===== src/rtl/seq_multiplier.sv =====
// Iterative shift-add multiplier: WIDTH-bit operands, 2*WIDTH-bit product, one multiplier bit per cycle.
// Optional SEQ_MULTIPLIER_EARLY_TERM_EN finishes as soon as no set multiplier bits remain.
module seq_multiplier #(
  parameter int WIDTH = 8
) (
  input  logic                 clk,
  input  logic                 arst_n,
  input  logic                 start,
  input  logic                 signed_mode,
  input  logic [WIDTH-1:0]     a,
  input  logic [WIDTH-1:0]     b,
  output logic                 ready,
  output logic                 done,
  output logic [2*WIDTH-1:0]   result
);
  localparam int CNT_W = (WIDTH > 1) ? $clog2(WIDTH) : 1;
  localparam int PW    = 2 * WIDTH;

  typedef enum logic [1:0] {S_IDLE, S_RUN, S_DONE} state_t;

  state_t             state, state_nxt;
  logic [WIDTH-1:0]   a_r, b_r;
  logic               signed_r;
  logic [CNT_W-1:0]   cnt;
  logic [PW-1:0]      acc, acc_nxt, pp;
  logic               last, finish, accept;

  function automatic logic [PW-1:0] part_prod(input logic [WIDTH-1:0] mcand,
                                              input logic sgn,
                                              input logic bit_v,
                                              input logic [CNT_W-1:0] sh);
    logic signed [PW-1:0] ext;
    ext = sgn ? {{WIDTH{mcand[WIDTH-1]}}, mcand} : {{WIDTH{1'b0}}, mcand};
    return bit_v ? (ext << sh) : '0;
  endfunction

  assign last   = (cnt == CNT_W'(WIDTH - 1));
  assign pp     = part_prod(a_r, signed_r, b_r[cnt], cnt);
  // The multiplier sign bit weighs -2^(WIDTH-1) in two's complement.
  assign acc_nxt = (signed_r && last) ? (acc - pp) : (acc + pp);
  assign accept  = start && ready;

`ifdef SEQ_MULTIPLIER_EARLY_TERM_EN
  logic [WIDTH-1:0] upper;
  assign upper  = (b_r >> cnt) >> 1;
  assign finish = last || (upper == '0);
`else
  assign finish = last;
`endif

  always_ff @(posedge clk or negedge arst_n) begin
    if (!arst_n) state <= S_IDLE;
    else         state <= state_nxt;
  end

  always_comb begin
    state_nxt = state;
    case (state)
      S_IDLE:  if (start) state_nxt = S_RUN;
      S_RUN:   if (finish) state_nxt = S_DONE;
      S_DONE:  state_nxt = start ? S_RUN : S_IDLE;
      default: state_nxt = S_IDLE;
    endcase
  end

  always_comb begin
    ready = (state != S_RUN);
    done  = (state == S_DONE);
  end

  always_ff @(posedge clk or negedge arst_n) begin
    if (!arst_n) begin
      a_r      <= '0;
      b_r      <= '0;
      signed_r <= 1'b0;
      acc      <= '0;
      cnt      <= '0;
      result   <= '0;
    end else if (accept) begin
      a_r      <= a;
      b_r      <= b;
      signed_r <= signed_mode;
      acc      <= '0;
      cnt      <= '0;
    end else if (state == S_RUN) begin
      acc <= acc_nxt;
      cnt <= cnt + CNT_W'(1);
      if (finish) result <= acc_nxt;
    end
  end
endmodule


===== config.mk =====
export PLATFORM = sky130hd
export DESIGN_NAME = seq_multiplier
export DESIGN_NICKNAME = d
export VERILOG_FILES = /design/src/rtl/seq_multiplier.sv
export SDC_FILE = /design/constraint.sdc
export NUM_CORES = 1
export LEC_CHECK = 0
export ABC_AREA = 1
export CORE_MARGIN = 2
export CORE_UTILIZATION = 40
export CTS_CLUSTER_SIZE = 16
export DETAILED_ROUTE_END_ITERATION = 8
export GPL_ROUTABILITY_DRIVEN = 0
export HOLD_SLACK_MARGIN = 0.02
export PLACE_DENSITY = 0.69
export SYNTH_ARGS = -nofsm -noshare
export SYNTH_HDL_FRONTEND = slang
export SYNTH_SLANG_ARGS = --single-unit

===== constraint.sdc =====
create_clock -name clk -period 4.5 [get_ports clk]
set_clock_uncertainty 0.2 [all_clocks]
set_input_delay 0.675 -clock clk [delete_from_list [all_inputs] [get_ports clk]]
set_output_delay 0.675 -clock clk [all_outputs]
set_load 0.005 [all_outputs]

Word level (Yosys, flattened, before mapping):

Index checks and enable logic that the tools add are counted.

* flip-flop bits (word level): 54
* output and inout port bits: 18
* logic and storage cells: 38
* input port bits: 20

* bitwise logic cells: 1
* mux-type cells: 13
* add/subtract/negate cells: 3
* $lt $le $gt $ge: 1
* reduce and logical (&&, ||, !) cells: 6
* shift operators: 1
* equal/unequal tests: 6

Operator list (count)
* $mux W16: 5
* $add A16 B16 Y16: 1
* $shl A16 B3 Y16: 1
* $sub A16 B16 Y16: 1
* $mux W3: 2
* $pmux W2 S3: 1
* $lt A3 B4 Y1 const B: 1
* $mux W2: 2
* $ne A2 B2 Y1 const B: 2
* $add A3 B1 Y3 const B: 1
* $bmux W1 S3: 1
* $eq A3 B3 Y1 const B: 1
* $reduce_and A3 Y1: 1
* $eq A2 B1 Y1 const B: 1
* $eq A2 B2 Y1 const B: 1
* $logic_and A1 B1 Y1: 2
* $logic_not A2 Y1: 1
* $mux W1: 2
* $ne A2 B1 Y1 const B: 1
* $reduce_and A2 Y1: 1
* $reduce_bool A2 Y1: 1
* $not A1 Y1: 1

Depth between registers and ports, before layout:

* depth after elaboration: 7
* gate-level depth with buffers: 28

Worst setup path after synthesis:

Ideal clock, no wire load.

* kind: reg-to-reg
* from: register cnt[0]
* to: register acc[13]
* data required time: 4.178 ns
* setup time: 0.122 ns
* stages on the path, launching flop included: 23
* period minus slack after synthesis: 3.364 ns
* path slack: 1.136 ns
* arrival: 3.043 ns
* cell sequence: dfrtp_1 -> inv_2 -> buf_6 -> nand2_1 -> nand2_1 -> nand2_1 -> inv_1 -> nand3_2 -> ha_1 -> inv_1 -> nor2_1 -> nand2_1 -> o21ai_0 -> xor2_1 -> inv_1 -> ha_1 -> a21o_1 -> a21boi_0 -> nand3_1 -> nand3_1 -> nand2_1 -> or2_2 -> a32o_1

* word-level cells in the longest chain between the ends: 7

Ends and longest elaborated chain
* start, declared: RTL line 24 `logic [CNT_W-1:0] cnt;`
* start signal, assigned: RTL line 87 `cnt <= cnt + CNT_W'(1);`
* $bmux W1 S3: RTL line 38 `assign pp = part_prod(a_r, signed_r, b_r[cnt], cnt);`
* $mux W1 (implied by the code): RTL line 38
* $mux W16: RTL line 34 `return bit_v ? (ext << sh) : '0;`
* $add A16 B16 Y16 or $sub A16 B16 Y16 (tied branches): RTL line 40 `assign acc_nxt = (signed_r && last) ? (acc - pp) : (acc + pp);`
* $mux W16 *: RTL line 40
* $mux W16 *: RTL line 85 `end else if (state == S_RUN) begin`
* $mux W16 *: RTL line 79 `end else if (accept) begin`
* end signal, assigned: RTL line 86 `acc <= acc_nxt;`
* end, declared: RTL line 25 `logic [PW-1:0] acc, acc_nxt, pp;`

Mark *: on every way between the ends. The rest lies on a longest branch, timed or not. The select of a mux whose other input is x is not followed.
A chain may end at the register's enable or synchronous reset.

Worst setup path in the final report:

Ends and elaborated chain as after synthesis.

==> key figures <==
Run status
  • Outcome: completed

Die
  • Core Region: 8763 sq um
  • Row count: 34
  • Die Y: 99.39 um
  • Num ports: 38
  • Initial Util: 41.53%
  • Die width: 99.39 um
  • Die ar.: 9878 sq um

Route
  • Routed WL per cell: 12.59 um
  • Detailed-route DRC error count: 0
  • Via count: 3,151
  • Final WL: 7.796 mm
  • ANT nets after route: 0
  • Initial DRT Pass Iterations: 7
  • Iter 0 DRT Violations: 103
  • Vias/cell: 5.090

Global routing
  • Gr ovfl total: 0
  • Initial antenna violation count: 0
  • GRT Util Overall: 16.69%
  • Vias in the first global route: 3,097
  • First-pass GRT wire length: 13.65 mm
  • Pin count of the biggest net entering global routing: 55

Critical path
  • Crit Path Category: register to register
  • Worst setup SP type: register
  • Worst EP arrival: 3.94 ns
  • Worst-path fanout max: 16
  • Critical Path RT: 4.51 ns
  • Setup crit end kind: register

Cells and area
  • Area Growth Syn to Fin: 14.64%
  • Most frequent cells in the layout: nand2_1 (139), dfrtp_1 (54), nand3_1 (50)
  • Most common cell after layout, fill and taps aside: nand2_1
  • N_diodes: 0
  • Final-stage net count: 549
  • Share of cells above drive strength 1: 9.198%
  • Fin util: 47.62%

Timing
  • Max_slew headroom: 48.24%
  • Fin. max-slew vios: 0
  • Hold Violations, Final: 0
  • RSZ-0062 raised after global routing: false
  • Ratio of final minimum period to clock period: 87.31%
  • Worst-Margin Slew: 0.7745 ns
  • # setup viols final: 0
  • Setup TNS: 0 ns
  • Max Clock Freq: 254.5 MHz
  • Min Clock Period, post-route: 3.929 ns

Clock network
  • H-tree depth: 2
  • CTS resizes: 0
  • CTS tree: yes
  • Clk sinks: 54
  • Number of buffers created by CTS: 5
  • Clock Latency Late Sink: 0.31 ns
  • Setup Buffers After CTS: 0
  • CTS Hold Bufs: 0
  • Clock slew at reported path FFs: 0.11 ns
  • CTS root buf: clkbuf_8
  • Clock Path Buffers: 2

Yosys
  • Synth Instances: 477
  • Number of synthesized flops with an enable pin: 0
  • Ys Warns: 0
  • Synthesized flop and latch total: 54
  • Main synth FF type: dfrtp_1
  • Top cell type's share of synthesized area: 37.13%
  • Ys async rst share: 100.0%
  • Mean Syn Cell Area: 7.630 sq um
  • Syn_nets: 516
  • Synth cell types: 37
  • Cell area after synthesis: 3640 sq um
  • Fraction of the yosys area taken by sequential cells: 37.13%
  • Yosys top cell by area: dfrtp_1
  • Synth area leaders: dfrtp_1 (37%), nand2_1 (14%), nand3_1 (6.9%), ha_1 (6.2%), o21ai_0 (4.8%)

Placement
  • PortBufs: 37
  • DP Wirelength: 6.044 mm

Run
  • Max Cap Viol: 0

Worst hold path
  • Class of the worst hold path: primary input to async pin
==> logic make-up after synthesis <==
group | count (synthesis) | share of synthesized area (%)
and+or+nand+nor | 238 | 28.64
AOI/OAI and AO/OA | 73 | 11.34
buffers and inverters | 58 | 6.909
DFF | 54 | 37.13
xor gates and xnor gates | 23 | 5.534
adders and majority gates | 19 | 6.738
muxes | 12 | 3.713
==> path summary, 6_finish.rpt <==
path	cells after the start	slack, ns	end	startpoint
max in group asynchronous	2	3.40	acc[14]$_DFFE_PN0P_	arst_n
min reg2reg	2	0.29	result[10]$_DFFE_PN0P_	result[10]$_DFFE_PN0P_
min in group clk	2	0.29	result[10]$_DFFE_PN0P_	result[10]$_DFFE_PN0P_
max	21	0.57	acc[13]$_DFFE_PN0P_	cnt[0]$_DFFE_PN0P_
max reg2reg	21	0.57	acc[13]$_DFFE_PN0P_	cnt[0]$_DFFE_PN0P_
min	2	0.27	result[5]$_DFFE_PN0P_	arst_n
==> flip-flops by register name, summed over array words and instances, names as in the netlist <==
signal    cells
a_r           8
acc          16
result       16
state         2
signed_r      1
b_r           8
cnt           3
==> critical path: stages (launching register included) <==
cell and delay [ns]:
dfrtp_1 0.63, inv_2 0.20, nand2_1 0.12, nand3_1 0.08
nand2_2 0.15, nand3_1 0.13, ha_1 0.22, inv_1 0.08
nor2_1 0.05, nand2_1 0.09, nor2_1 0.05, nand2_1 0.12
nand2_1 0.08, xnor2_1 0.15, ha_1 0.33, a21oi_1 0.14
a21boi_0 0.20, nand3_1 0.13, nand3_1 0.09, nand2_1 0.07
or2_2 0.29, a32o_1 0.22
==> per-stage QoR <==
step	setup slack, ns	area (sq um)	hold WS, ns	cells
after floorplan	1.136	3640	0.1794	477
after global placement	0.7125	4080	0.2641	611
after detailed placement	0.6016	4080	0.2690	611
after CTS	0.5753	4173	0.2957	619
after global routing	0.1780	4173	0.3253	619
final	0.5710	4173	0.2719	619
==> synthesized netlist by cell type, drive strengths merged (4+ instances only) <==
cell	instances
ha	18
nand2	147
a21oi	18
mux2	12
xnor2	7
dfrtp	54
o21ai	43
nand3	54
clkbuf	4
xor2	16
nor2	29
buf	11
inv	42
==> layer usage <==
metal	part of all wire, %	vias up	track usage, %
met4	2.2	0	5.269
met1	47	1434	21.79
met3	4.2	16	2.741
li1	-	1626	-
met5	0	-	0
met2	46	75	28.38
==> layout make-up <==
class | instances | area (sq um)
Fill cell | 880 | 4591
Multi-Input combinational cell | 365 | 2037
Sequential cell | 54 | 1351
Timing Repair Buffer | 41 | 395.4
Inverter | 43 | 161.4
Tap cell | 108 | 135.1
Clock buffer | 5 | 68.82
Clock inverter | 3 | 23.77
Power is left out: the tool's default activity adds up to more than one toggle a clock period on the data nets, which glitch-free logic cannot reach.
